### src/rtl/priv_isa_types_pkg.sv
// Shared privileged-ISA types for the Sv32 page-table walker.
//   sv32_pte_t      : Sv32 page-table entry layout
//   ptw_state_t     : walker FSM states
//   ptw_requester_t : walk requesters (iTLB / dTLB)
//   pte_kind_t      : result of classifying a fetched PTE
//   pte_classify()  : PTE classification shared by both walk levels
package priv_isa_types_pkg;

  typedef struct packed {
    logic [11:0] ppn1;
    logic [9:0]  ppn0;
    logic [1:0]  rsw;
    logic        d;
    logic        a;
    logic        g;
    logic        u;
    logic        x;
    logic        w;
    logic        r;
    logic        v;
  } sv32_pte_t;

  typedef enum logic [2:0] {
    IDLE,
    LVL1,
    LVL0,
    DONE,
    FENCE
  } ptw_state_t;

  typedef enum logic {
    ITLB = 1'b0,
    DTLB = 1'b1
  } ptw_requester_t;

  typedef enum logic [1:0] {
    PTE_INVALID,
    PTE_LEAF,
    PTE_POINTER
  } pte_kind_t;

  // Sv32 PTE physical addresses are 34 bits wide before truncation.
  localparam int unsigned SV32_PTE_ADDR_W = 34;

  // Invalid: V clear or the reserved W-without-R encoding.
  // Leaf: R or X set. Anything else points to the next level.
  function automatic pte_kind_t pte_classify(input sv32_pte_t p);
    if (!p.v || (!p.r && p.w)) begin
      return PTE_INVALID;
    end else if (p.r || p.x) begin
      return PTE_LEAF;
    end else begin
      return PTE_POINTER;
    end
  endfunction

endpackage

### src/rtl/tlb_walk_scheduler_rr_arbiter2.sv
// Two-way round-robin arbiter for the shared page-table walker.
//   CLK, nRST : clock, asynchronous active-low reset
//   en        : grant enable; no grant and no pointer update when low
//   req       : request vector indexed by ptw_requester_t
//   gnt_valid : a grant is issued this cycle
//   gnt_id    : requester granted this cycle
// The last-grant register resets to ITLB so the dTLB wins the first tie.
module rr_arbiter2
  import priv_isa_types_pkg::*;
(
  input  logic           CLK,
  input  logic           nRST,
  input  logic           en,
  input  logic [1:0]     req,
  output logic           gnt_valid,
  output ptw_requester_t gnt_id
);

  ptw_requester_t last_q;

  always_comb begin
    gnt_valid = en && (|req);
    gnt_id    = ITLB;
    if (req[DTLB] && req[ITLB]) begin
      gnt_id = (last_q == ITLB) ? DTLB : ITLB;
    end else if (req[DTLB]) begin
      gnt_id = DTLB;
    end
  end

  always_ff @(posedge CLK or negedge nRST) begin
    if (!nRST) begin
      last_q <= ITLB;
    end else if (gnt_valid) begin
      last_q <= gnt_id;
    end
  end

endmodule

### src/rtl/tlb_walk_scheduler.sv
// Shared Sv32 page-table walker serving the iTLB and dTLB over one
// memory read port, with sfence.vma serialisation.
//   CLK, nRST            : clock, asynchronous active-low reset
//   satp                 : [31] mode, [21:0] root PPN
//   itlb_req/va/done     : iTLB walk request (level), miss VA, done pulse
//   dtlb_req/va/done     : dTLB walk request (level), miss VA, done pulse
//   walk_pte             : leaf PTE, valid with a done pulse
//   walk_superpage       : leaf found at level 1
//   walk_fault           : walk ended in a page fault
//   fence_req, fence_ack : sfence.vma request (level) / ack pulse
//   mem_ren, mem_addr    : PTE read request and physical address
//   mem_rdata, mem_busy  : PTE data; read completes when ren=1 and busy=0
module tlb_walk_scheduler
  import priv_isa_types_pkg::*;
#(
  parameter int unsigned PADDR_WIDTH = 32,
  parameter int unsigned VA_WIDTH    = 32
) (
  input  logic                   CLK,
  input  logic                   nRST,
  input  logic [31:0]            satp,
  input  logic                   itlb_req,
  input  logic [VA_WIDTH-1:0]    itlb_va,
  output logic                   itlb_done,
  input  logic                   dtlb_req,
  input  logic [VA_WIDTH-1:0]    dtlb_va,
  output logic                   dtlb_done,
  output logic [31:0]            walk_pte,
  output logic                   walk_superpage,
  output logic                   walk_fault,
  input  logic                   fence_req,
  output logic                   fence_ack,
  output logic                   mem_ren,
  output logic [PADDR_WIDTH-1:0] mem_addr,
  input  logic [31:0]            mem_rdata,
  input  logic                   mem_busy
);

  ptw_state_t     state_q, state_d;
  ptw_requester_t grantee_q, gnt_id;
  logic           gnt_en, gnt_valid;
  logic [19:0]    vpn_q;        // latched va[31:12]
  logic [21:0]    root_ppn_q;   // latched satp PPN
  logic [31:0]    pte_q;
  logic           sp_q, fault_q;
  sv32_pte_t      rd_pte;
  pte_kind_t      rd_kind;
  logic           rd_fire;
  logic [SV32_PTE_ADDR_W-1:0] pte_addr;
  logic           unused_bits;

  // Fence takes priority over new grants, so arbitration is held off
  // whenever a fence is pending in IDLE.
  assign gnt_en = (state_q == IDLE) && !fence_req;

  rr_arbiter2 u_arb (
    .CLK       (CLK),
    .nRST      (nRST),
    .en        (gnt_en),
    .req       ({dtlb_req, itlb_req}),
    .gnt_valid (gnt_valid),
    .gnt_id    (gnt_id)
  );

  assign rd_pte  = sv32_pte_t'(mem_rdata);
  assign rd_kind = pte_classify(rd_pte);
  assign mem_ren = (state_q == LVL1) || (state_q == LVL0);
  assign rd_fire = mem_ren && !mem_busy;

  always_comb begin
    state_d = state_q;
    unique case (state_q)
      IDLE: begin
        if (fence_req) begin
          state_d = FENCE;
        end else if (gnt_valid) begin
          state_d = satp[31] ? LVL1 : DONE;
        end
      end
      LVL1: begin
        if (!mem_busy) begin
          state_d = (rd_kind == PTE_POINTER) ? LVL0 : DONE;
        end
      end
      LVL0: begin
        if (!mem_busy) begin
          state_d = DONE;
        end
      end
      DONE:    state_d = IDLE;
      FENCE:   state_d = IDLE;
      default: state_d = IDLE;
    endcase
  end

  always_ff @(posedge CLK or negedge nRST) begin
    if (!nRST) begin
      state_q <= IDLE;
    end else begin
      state_q <= state_d;
    end
  end

  always_ff @(posedge CLK or negedge nRST) begin
    if (!nRST) begin
      grantee_q  <= ITLB;
      vpn_q      <= '0;
      root_ppn_q <= '0;
      pte_q      <= '0;
      sp_q       <= 1'b0;
      fault_q    <= 1'b0;
    end else begin
      if (gnt_valid) begin
        grantee_q  <= gnt_id;
        vpn_q      <= (gnt_id == DTLB) ? dtlb_va[31:12] : itlb_va[31:12];
        root_ppn_q <= satp[21:0];
        pte_q      <= '0;
        sp_q       <= 1'b0;
        // Bare mode at grant goes straight to DONE as a fault.
        fault_q    <= !satp[31];
      end
      if (rd_fire) begin
        pte_q <= mem_rdata;
        if (state_q == LVL1) begin
          fault_q <= (rd_kind == PTE_INVALID) ||
                     ((rd_kind == PTE_LEAF) && (rd_pte.ppn0 != '0));
          sp_q    <= (rd_kind == PTE_LEAF) && (rd_pte.ppn0 == '0);
        end else begin
          fault_q <= (rd_kind != PTE_LEAF);
          sp_q    <= 1'b0;
        end
      end
    end
  end

  // The level-0 address uses the level-1 PTE still held in pte_q.
  always_comb begin
    pte_addr = '0;
    if (state_q == LVL1) begin
      pte_addr = {root_ppn_q, vpn_q[19:10], 2'b00};
    end else if (state_q == LVL0) begin
      pte_addr = {pte_q[31:10], vpn_q[9:0], 2'b00};
    end
  end

  assign mem_addr       = pte_addr[PADDR_WIDTH-1:0];
  assign itlb_done      = (state_q == DONE) && (grantee_q == ITLB);
  assign dtlb_done      = (state_q == DONE) && (grantee_q == DTLB);
  assign fence_ack      = (state_q == FENCE);
  assign walk_pte       = pte_q;
  assign walk_superpage = sp_q;
  assign walk_fault     = fault_q;

  assign unused_bits = ^{satp[30:22], itlb_va[11:0], dtlb_va[11:0], pte_addr};

endmodule

### config.mk
export PLATFORM = sky130hd
export DESIGN_NAME = tlb_walk_scheduler
export DESIGN_NICKNAME = d
export VERILOG_FILES = /design/src/rtl/priv_isa_types_pkg.sv /design/src/rtl/tlb_walk_scheduler_rr_arbiter2.sv /design/src/rtl/tlb_walk_scheduler.sv
export SDC_FILE = /design/constraint.sdc
export NUM_CORES = 1
export LEC_CHECK = 0
export ABC_AREA = 1
export BUFFER_PORTS_ARGS = -buffer_cell sky130_fd_sc_hd__buf_2
export CORE_ASPECT_RATIO = 0.7
export CORE_MARGIN = 3
export CORE_UTILIZATION = 45
export CTS_CLUSTER_SIZE = 30
export DETAILED_ROUTE_END_ITERATION = 10
export GPL_TIMING_DRIVEN = 0
export HOLD_SLACK_MARGIN = 0.08
export PLACE_DENSITY = 0.81
export SLEW_MARGIN = 5
export SYNTH_ARGS = -nofsm -noshare
export SYNTH_HDL_FRONTEND = slang
export SYNTH_HIERARCHICAL = 1
export SYNTH_SLANG_ARGS = --single-unit
### constraint.sdc
create_clock -name CLK -period 1.95 [get_ports CLK]
set_input_delay 0.2925 -clock CLK [delete_from_list [all_inputs] [get_ports CLK]]
set_output_delay 0.2925 -clock CLK [all_outputs]
set_load 0.02 [all_outputs]
==> results of run 1 <==
[routing by layer]
metal,vias up,routed length [um],GRT usage [%]
met2,206,5473,43.01
li1,1814,-,-
met3,14,1174,5.523
met5,-,0,0
met4,0,104,6.287
met1,1841,5070,35.17
[cell families after synthesis]
group                  after synthesis  synth area share, %
AND/OR/NAND/NOR                    129                14.95
flip-flops                          79                53.94
AO/OA/AOI/OAI                      122                18.88
other                                1               0.1023
buffers and inverters              113                12.12
[path summary, 6_finish.rpt]
kind | start | to | slack, ns
max | state_q[0]$_DFFE_PN0P_ | mem_addr[19] | 0.08
min | satp[19] | root_ppn_q[19]$_DFFE_PN0P_ | 0.17
max reg2reg | state_q[0]$_DFFE_PN0P_ | walk_pte[3]$_DFFE_PN0P_ | 0.16
min reg2reg | walk_pte[5]$_DFFE_PN0P_ | walk_pte[5]$_DFFE_PN0P_ | 0.48
max in group asynchronous | nRST | state_q[0]$_DFFE_PN0P_ | 0.85
min in group asynchronous | nRST | walk_pte[29]$_DFFE_PN0P_ | 0.47
[state kept, by name, indices dropped and copies added (netlist names)]
register	flops
grantee_q	1
root_ppn_q	20
state_q	3
u_arb/last_q	1
vpn_q	20
walk_fault	1
walk_pte	32
walk_superpage	1
[layout make-up]
class                   instances  area, um2
plain buffers                  29      175.2
inverters                      84      315.3
fillers                       663       2547
flip-flops and latches         79       1979
multi-input cells             253       1281
clock inverters                 5      65.06
repair buffers                169      883.3
clock buffers                  11      242.7
well taps                      98      122.6
[placed cells by master (no fill, tap or decap), types with 2 or more instances in the layout]
master and instances:
clkinv_4 3, o22ai_1 55, buf_4 17, clkbuf_2 7, nand3_1 28, nand2_2 2
conb_1 2, dfrtp_1 77, nand3_4 2, clkbuf_1 8, o21ai_1 15, buf_2 161
clkbuf_16 9, nand2_1 63, inv_1 80, nor2_1 28, o21ai_0 46, inv_2 4
buf_6 2, dfrtp_2 2, nand4_1 3
[metrics by stage]
step	instance area [um2]	hold slack (ns)	power (mW)
finish	5065	0.1746	8.660
global route	5065	0.1842	9.214
CTS	5002	0.1653	8.540
detailed placement	4644	0.2989	6.725
global placement	4622	0.4497	6.573
floorplan	3669	-0.003091	5.285
[worst max-delay path: cells and delay by family, from the launching register on]
family | cells | cell delay, ns
AO/OA/AOI/OAI | 1 | 0.21
buffers and inverters | 3 | 0.48
flip-flops | 1 | 0.45
AND/OR/NAND/NOR | 1 | 0.11
[power groups by stage]
stage / logic (mW) / registers, mW / clock network, mW
2_1_floorplan: 2.29 / 2.99 / 0
3_3_place_gp: 3.90 / 2.67 / 0
3_5_place_dp: 4.02 / 2.70 / 0
4_1_cts: 4.13 / 2.68 / 1.73
5_1_grt: 4.66 / 2.77 / 1.79
6_report: 4.24 / 2.70 / 1.72
[what timing repair did]
item	in CTS	in global routing
cloned	0	0
hold endpoints to repair	37	0
pin swaps	0	1
setup endpoints to repair	108	102
setup buffers	0	1
resized for setup	22	28
hold buffers	1	0
==> qor.yml, run 1 <==
setup_path:
  path_common_cell: "buf_4"
  path_cells: "inv_2 > nand3_4 > buf_4 > o22ai_1 > buf_4"
  slowest_delay_ns: 0.45
  start_kind: "flop"
  crit_type: "reg -> out"
  critPathSlowestCell: "dfrtp_2"
  cp.required_ns: 1.66
  crit_path_end_kind: "output port"
  r2r_cells: 12
  cp_max_fo: 10
  critPathArrivalTime_ns: 1.58
detailed_routing:
  drc: 0
  avgRoutedWirePerCell_um: 16.24
  viasPerCell: 5.323
  drt_wl_total_um: 11820
  drtIter0Drc: 371
  num_vias: 3875
  firstDrtPassIters: 5
  postRouteAntennaNets: 0
cts:
  cts-root-buf: "clkbuf_16"
  cts_buffer_depth: 2
  clkSlewWorstSetupHoldPaths_ns: 0.06
  cts_buffers: 9
  cts_tree: "built"
  htree_levels: 3
  cts_num_sinks: 79
  clk_latency_ns: 0.33
power_and_ir_drop:
  p_per_area_mw_per_mm2: 1710
  pwr-share-seq_pct: 31.2
  leakagePower_nw: 2.747
  p_sw_share_pct: 43.83
  p_int_mw: 4.865
  power_frac_comb_pct: 49.0
  power.net_switching_mw: 3.795
  p_clk_share_pct: 19.8
  ir_worst_vdd_uv: 885.9
cells_and_area:
  syn_to_final_growth_pct: 38.20
  fin_cells: 728
  antenna_cells: 0
  final_util_pct: 66.54
  drive_gt1_share_pct: 34.60
  nets: 759
placed_design:
  pre_cts_slack_ns: -0.3417
  gp_congestion: 0.9138
  dp.cells: 710
  hpwl_um: 8884
  io_buffers: 166
timing:
  fin_ws_ns: 0.07636
  worstMarginPinSlew_ns: 0.5543
  fmax_mhz: 533.7
  slew_violations: 0
  finClkSkew_ns: 0.01098
  grt_setup_unrepaired: "no"
  period_minus_slack_ns: 1.874
  setup_violations: 0
  finalHoldViolCount: 0
  fin_crit_sh_pct: 96.08
  finalSetupTns_ns: 0
  slew-limit-headroom_pct: 62.71
logic_synthesis:
  syn_area_mm2: 0.003665
  synth.area.top_cells: "dfrtp_1 (54%), o22ai_1 (9.6%), inv_1 (8.3%)"
  synthMostInstantiatedCell: "inv_1"
  ys.flop_type: "dfrtp_1"
  synth_warnings: 6
  yosysUniqueCellTypes: 24
  async_flop_share_pct: 100.0
  syn_inst: 444
  synth_top_area_share_pct: 53.94
  yosysTopAreaCell: "dfrtp_1"
  ys_ff_latch: 79
  synth.avg_cell_area_um2: 8.254
  netlist_top_cells_count: "inv_1 (81), dfrtp_1 (79), nand2_1 (63)"
  synth_edf_count: 0
  synth-seq-area-share_pct: 53.94
global_route:
  grt_pass1_vias: 3845
  antenna_found_initial: 0
  track_usage_pct: 25.86
  grt_max_degree: 43
  grt_overflow: 0
  grt_first_pass_wirelength_um: 18710
min_path:
  worstHoldPathType: "in -> reg"
  hold_depth: 3
die:
  num_rows: 26
  start_util_pct: 48.14
  dieHeight_um: 81.51
  dieArea_mm2: 0.009280
  pin_count: 204
  die_w_um: 113.9
  core_area_mm2: 0.007612
job:
  drv_cap: 0
run_status:
  status: "finished clean"
Power figures use the tool's default switching activity.
==> run 2: changes to the inputs <==
--- a/config.mk
+++ b/config.mk
@@ -6,15 +6,15 @@
 export NUM_CORES = 1
 export LEC_CHECK = 0
 export ABC_AREA = 1
-export BUFFER_PORTS_ARGS = -buffer_cell sky130_fd_sc_hd__buf_2
 export CORE_ASPECT_RATIO = 0.7
 export CORE_MARGIN = 3
-export CORE_UTILIZATION = 45
+export CORE_UTILIZATION = 51
 export CTS_CLUSTER_SIZE = 30
 export DETAILED_ROUTE_END_ITERATION = 10
+export DONT_BUFFER_PORTS = 1
 export GPL_TIMING_DRIVEN = 0
 export HOLD_SLACK_MARGIN = 0.08
-export PLACE_DENSITY = 0.81
+export PLACE_DENSITY = 0.66
 export SLEW_MARGIN = 5
 export SYNTH_ARGS = -nofsm -noshare
 export SYNTH_HDL_FRONTEND = slang
==> constraint.sdc (replaced) <==
create_clock -name CLK -period 2.21 [get_ports CLK]
set_input_delay 0.3315 -clock CLK [delete_from_list [all_inputs] [get_ports CLK]]
set_output_delay 0.3315 -clock CLK [all_outputs]
set_load 0.02 [all_outputs]
==> qor.yml, run 2 (synthesis gave the netlist of run 1 again) <==
power_and_ir_drop:
  leakagePower_nw: 1.943  # -29%
  ir_worst_vdd_uv: 632.0  # -29%
  p_per_area_mw_per_mm2: 1596  # -6.7%
detailed_routing:
  drt_wl_total_um: 10530  # -11%
  num_vias: 3212  # -17%
  postRouteAntennaNets: 0  # unchanged
  avgRoutedWirePerCell_um: 18.94  # +17%
  drc: 0  # unchanged
  drtIter0Drc: 224  # -40%
  viasPerCell: 5.777  # +8.5%
  firstDrtPassIters: 4  # -1
setup_path:
  start_kind: "flop"
  crit_path_end_kind: "output port"
  cp.required_ns: 1.88  # +0.22 ns
  r2r_setup_slack_ns: 0.17  # about the same
  critPathArrivalTime_ns: 1.87  # +0.29 ns
  cp_max_fo: 10  # unchanged
  crit_type: "reg -> out"
timing:
  slew_violations: 0  # unchanged
  period_minus_slack_ns: 2.203
  finClkSkew_ns: 0.008134  # -0.002842 ns
  fmax_mhz: 454.0
  worstMarginPinSlew_ns: 0.6994  # +0.1451 ns
  grt_setup_unrepaired: "yes"
  fin_crit_sh_pct: 99.67
  setup_violations: 0  # unchanged
  finalHoldViolCount: 0  # unchanged
  slew-limit-headroom_pct: 53.01  # -9.7 points
cells_and_area:
  final_cell_area_mm2: 0.004073  # -20%
  drive_gt1_share_pct: 9.307  # -25 points
  antenna_cells: 0  # unchanged
  largest_register_ff_count: 32  # unchanged
  syn_to_final_growth_pct: 11.13
  final_cell_mix: "inv_1 (80), dfrtp_1 (79), nand2_1 (63)"
  final_common_cell: "inv_1"
  fin_cells: 556  # -24%
  nets: 592  # -22%
cts:
  cts_num_sinks: 79  # unchanged
  htree_levels: 3  # unchanged
  cts_buffer_depth: 2  # unchanged
  cts_tree: "built"
  clkSlewWorstSetupHoldPaths_ns: 0.08  # +0.02 ns
  cts-root-buf: "clkbuf_8"
  cts_buffers: 9  # unchanged
  clk_latency_ns: 0.34  # about the same
global_route:
  grt_overflow: 0  # unchanged
  grt_first_pass_wirelength_um: 16620  # -11%
  grt_max_degree: 80  # +86%
  antenna_found_initial: 0  # unchanged
  track_usage_pct: 25.78  # -0.081 points
  grt_pass1_vias: 3198  # -17%
placed_design:
  dp.cells: 539  # -24%
  io_buffers: 0  # -100%
  place_area_mm2: 0.003786  # -18%
  hpwl_um: 7798  # -12%
  gp_congestion: 0.8908  # -2.5%
die:
  dieHeight_um: 76.93  # -5.6%
  dieArea_mm2: 0.008256  # -11%
  start_util_pct: 53.50  # +5.4 points
  pin_count: 204  # unchanged
  num_rows: 25  # -3.8%
  core_area_mm2: 0.006850  # -10%
  die_w_um: 107.3  # -5.7%
min_path:
  worstHoldPathType: "in -> reg"
job:
  drv_cap: 0  # unchanged
run_status:
  status: "finished clean"
[run 2: repair_timing]
action	CTS	global route
endpoints found under the setup margin	71	77
buffers inserted	0	0
hold buffers	3	0
gates resized for setup	2	11
hold endpoints to repair	80	0
[run 2: where the power goes]
group | switching [mW] | internal (mW) | leakage [nW] | total (mW)
registers | 0.607 | 2.09 | 0.989 | 2.70
clock network | 0.526 | 0.572 | 0.105 | 1.10
logic | 1.95 | 0.752 | 0.849 | 2.70
total | 3.08 | 3.42 | 1.94 | 6.50
[run 2: critical path: stages (launching register included)]
cell	delay (ns)
dfrtp_1	0.42
inv_1	0.12
nand3_2	0.16
clkbuf_1	0.30
o22ai_1	0.53
[run 2: metal layers]
layer	part of all wire (%)	GRT usage, %
met5	0	0
met4	1.1	5.619
met3	10	10.68
met2	44	37.02
met1	45	36.61
[run 2: through the flow]
step	total power, mW	setup TNS (ns)	hold slack (ns)	worst slack [ns]	utilization (%)
global route	6.955	-1.353	0.08098	-0.09654	59.45
global placement	5.231	-0.1477	0.03802	-0.02619	55.27
CTS	6.442	0	0.09119	0.002718	58.81
finish	6.498	0	0.1012	0.007325	59.45
detailed placement	5.314	-3.120	0.03806	-0.1303	55.27
floorplan	4.663	0	0.03591	0.4683	-
[run 2: worst paths after layout]
check                      cells past startpoint                     start                  endpoint
min in group asynchronous                      2                      nRST      vpn_q[1]$_DFFE_PN0P_
max reg2reg                                    7    state_q[1]$_DFFE_PN0P_      vpn_q[3]$_DFFE_PN0P_
min                                            2                  mem_busy    state_q[0]$_DFFE_PN0P_
max in group asynchronous                      2                      nRST   walk_pte[2]$_DFFE_PN0P_
max                                            4    state_q[0]$_DFFE_PN0P_              mem_addr[26]
min reg2reg                                    2  u_arb/last_q$_DFFE_PN0P_  u_arb/last_q$_DFFE_PN0P_
[run 2: final cells by class]
class / count / area (um2)
inverters: 84 / 319.1
clock inverters: 4 / 45.04
fillers: 621 / 2778
clock buffers: 11 / 151.4
plain buffers: 28 / 130.1
multi-input cells: 253 / 1285
repair buffers: 3 / 47.55
flip-flops and latches: 79 / 1977
well taps: 94 / 117.6
==> run 3: changes to the inputs <==
--- a/config.mk
+++ b/config.mk
@@ -5,7 +5,6 @@
 export SDC_FILE = /design/constraint.sdc
 export NUM_CORES = 1
 export LEC_CHECK = 0
-export ABC_AREA = 1
 export CORE_ASPECT_RATIO = 0.7
 export CORE_MARGIN = 3
 export CORE_UTILIZATION = 51
==> qor.yml, run 3 <==
placed_design:
  pre_cts_slack_ns: -0.2770  # -0.1467 ns
  place_area_mm2: 0.003909  # +3.2%
  io_buffers: 0  # unchanged
  hpwl_um: 7375  # -5.4%
  gp_congestion: 0.8222  # -7.7%
min_path:
  hold_end: "walk_pte[27]$_DFFE_PN0P_"
  hp-start: "mem_rdata[27]"
  worstHoldPathType: "in -> reg"
  hold_depth: 2  # unchanged
timing:
  period_minus_slack_ns: 2.097  # -0.1056 ns
  slew_violations: 0  # unchanged
  finalHoldViolCount: 0  # unchanged
  fin_ws_ns: 0.1130  # +0.1056 ns
  fin_crit_sh_pct: 94.89  # -4.8 points
  grt_setup_unrepaired: "yes"
  slew-limit-headroom_pct: 58.85  # +5.8 points
  worstMarginPinSlew_ns: 0.6085  # -0.09090 ns
  setup_violations: 0  # unchanged
  finClkSkew_ns: 0.007045  # -0.001089 ns
  fmax_mhz: 476.9  # +5.0%
setup_path:
  cp.required_ns: 1.88  # about the same
  path_cells: "nor2_1 > and2_1 > clkbuf_1 > buf_2 > a22o_2"
  r2r_setup_slack_ns: 0.18  # about the same
  crit_type: "reg -> out"
  r2r_cells: 7  # unchanged
  cp_max_fo: 10  # unchanged
  critPathArrivalTime_ns: 1.77  # -0.10 ns
  critPathSlowestCell: "dfrtp_1"
  r2r-end: "vpn_q[7]$_DFFE_PN0P_"
  start_kind: "flop"
  crit_path_end_kind: "output port"
  r2r_start: "state_q[0]$_DFFE_PN0P_"
  slowest_delay_ns: 0.41  # -0.12 ns
logic_synthesis:
  syn_inst: 362  # -18%
  synthMostInstantiatedCell: "dfrtp_1"
  ys_ff_latch: 79  # unchanged
  synth-seq-area-share_pct: 52.20  # -1.7 points
  synth.avg_cell_area_um2: 10.46  # +27%
  ys.flop_type: "dfrtp_1"
  yosysTopAreaCell: "dfrtp_1"
  netlist_top_cells_count: "dfrtp_1 (79), nand2_1 (65), nand3b_1 (33)"
  synth.area.top_cells: "dfrtp_1 (52%), a22o_1 (6.9%), nand3b_1 (6.5%)"
  async_flop_share_pct: 100.0  # unchanged
  synth_edf_count: 0  # unchanged
  synth_top_area_share_pct: 52.20  # -1.7 points
  yosysUniqueCellTypes: 38  # +58%
  synth_warnings: 6  # unchanged
  syn_area_mm2: 0.003787  # +3.3%
global_route:
  grt_pass1_vias: 3107  # -2.8%
  grt_first_pass_wirelength_um: 16400  # -1.3%
  track_usage_pct: 25.59  # -0.19 points
  grt_max_degree: 80  # unchanged
  grtUsageMet2_pct: 39.15  # +2.1 points
  grt_use_met3_pct: 9.285  # -1.4 points
  antenna_found_initial: 0  # unchanged
  use_met1_pct: 34.28  # -2.3 points
  grt-busiest-layer: "met2"
  grt_overflow: 0  # unchanged
power_and_ir_drop:
  p_per_area_mw_per_mm2: 1487  # -6.8%
  leakagePower_nw: 2.090  # +7.6%
  ir_worst_vdd_uv: 659.6  # +4.4%
cells_and_area:
  nets: 542  # -8.4%
  final_cell_mix: "dfrtp_1 (79), nand2_1 (65), nand3b_1 (33), dlygate4sd3_1 (33), a22o_2 (30)"
  final_cell_area_mm2: 0.004583  # +13%
  final_common_cell: "dfrtp_1"
  largest_register_ff_count: 32  # unchanged
  antenna_cells: 0  # unchanged
  syn_to_final_growth_pct: 21.01
  drive_gt1_share_pct: 24.70  # +15 points
cts:
  cts_buffer_depth: 2  # unchanged
  htree_levels: 3  # unchanged
  cts_buffers: 9  # unchanged
  cts_num_sinks: 79  # unchanged
  clk_latency_ns: 0.36  # +0.02 ns
  cts_tree: "built"
  clkSlewWorstSetupHoldPaths_ns: 0.08  # about the same
  cts-root-buf: "clkbuf_8"
die:
  start_util_pct: 54.30  # +0.80 points
  pin_count: 204  # unchanged
  dieArea_mm2: 0.008513  # +3.1%
  num_rows: 25  # unchanged
  die_w_um: 109  # +1.6%
  core_area_mm2: 0.006975  # +1.8%
  dieHeight_um: 78.10  # +1.5%
detailed_routing:
  drt_wl_total_um: 10650  # +1.2%
  avgRoutedWirePerCell_um: 21.01  # +11%
  viasPerCell: 5.830  # +0.92%
  postRouteAntennaNets: 0  # unchanged
  drtIter0Drc: 148  # -34%
  firstDrtPassIters: 4  # unchanged
  num_vias: 2956  # -8.0%
  drc: 0  # unchanged
job:
  drv_cap: 0  # unchanged
run_status:
  status: "finished clean"
[run 3: cells by family after synthesis]
kind of cell              after synthesis  synth area share [%]
and+or+nand+nor                       139                 18.57
DFF                                    79                 52.20
AOI/OAI and AO/OA                      67                 12.62
muxes                                  41                 11.53
buffers and inverters                  34                 4.757
xor gates and xnor gates                1                0.2313
other                                   1               0.09901
[run 3: worst max-delay path, delay by kind of cell, from the launching register on]
kind	cells	cell delay [ns]
compound gates	1	0.26
buf+inv	2	0.45
flops	1	0.41
simple gates	2	0.29
[run 3: how the worst max path moves through the flow]
stage / startpoint / to / slack, ns / cells past startpoint
6_report: state_q[1]$_DFFE_PN0P_ / mem_addr[26] / 0.11 / 5
5_1_grt: state_q[1]$_DFFE_PN0P_ / mem_addr[26] / -0.01 / 5
4_1_cts: state_q[0]$_DFFE_PN0P_ / mem_addr[14] / -0.08 / 4
3_5_place_dp: state_q[0]$_DFFE_PN0P_ / vpn_q[17]$_DFFE_PN0P_ / -0.28 / 7
3_3_place_gp: state_q[0]$_DFFE_PN0P_ / vpn_q[17]$_DFFE_PN0P_ / -0.24 / 7
2_1_floorplan: state_q[0]$_DFFE_PN0P_ / vpn_q[10]$_DFFE_PN0P_ / 0.23 / 7
[run 3: timing repair]
action,in CTS,in global routing
setup buffers,0,1
endpoints found under the setup margin,100,104
endpoints found under the hold margin,111,0
gates resized for setup,8,42
hold buffers,34,0
[run 3: through the flow]
stage	power (mW)	instances	utilization [%]	TNS, ns	hold WS, ns
5_1_grt	7.251	507	65.70	-0.01743	0.08400
6_report	6.816	507	65.70	0	0.1022
2_1_floorplan	4.781	363	-	0	0.03591
3_5_place_dp	5.393	457	56.04	-7.465	0.03770
3_3_place_gp	5.323	457	56.04	-5.870	0.03783
4_1_cts	6.736	507	64.74	-1.536	0.08210
[run 3: final cells by class]
type,count,area (um2)
well taps,94,117.6
plain buffers,32,197.7
inverters,1,3.754
repair buffers,35,365.4
multi-input cells,250,1692
clock buffers,10,137.6
fillers,557,2392
clock inverters,6,92.59
flip-flops and latches,79,1977
[run 3: routing by layer]
metal  vias to the layer above  share of wire [%]  routed length [um]
li1                       1352                  -                   -
met2                       138                 45                4759
met3                         8                9.7                1038
met5                         -                  0                   0
met4                         0               0.87                  93
met1                      1458                 45                4762
[run 3: where the power goes]
group | internal (mW) | switching (mW) | total [mW]
Combinational | 1.14 | 1.62 | 2.76
Sequential | 2.09 | 0.752 | 2.84
Clock | 0.672 | 0.544 | 1.22
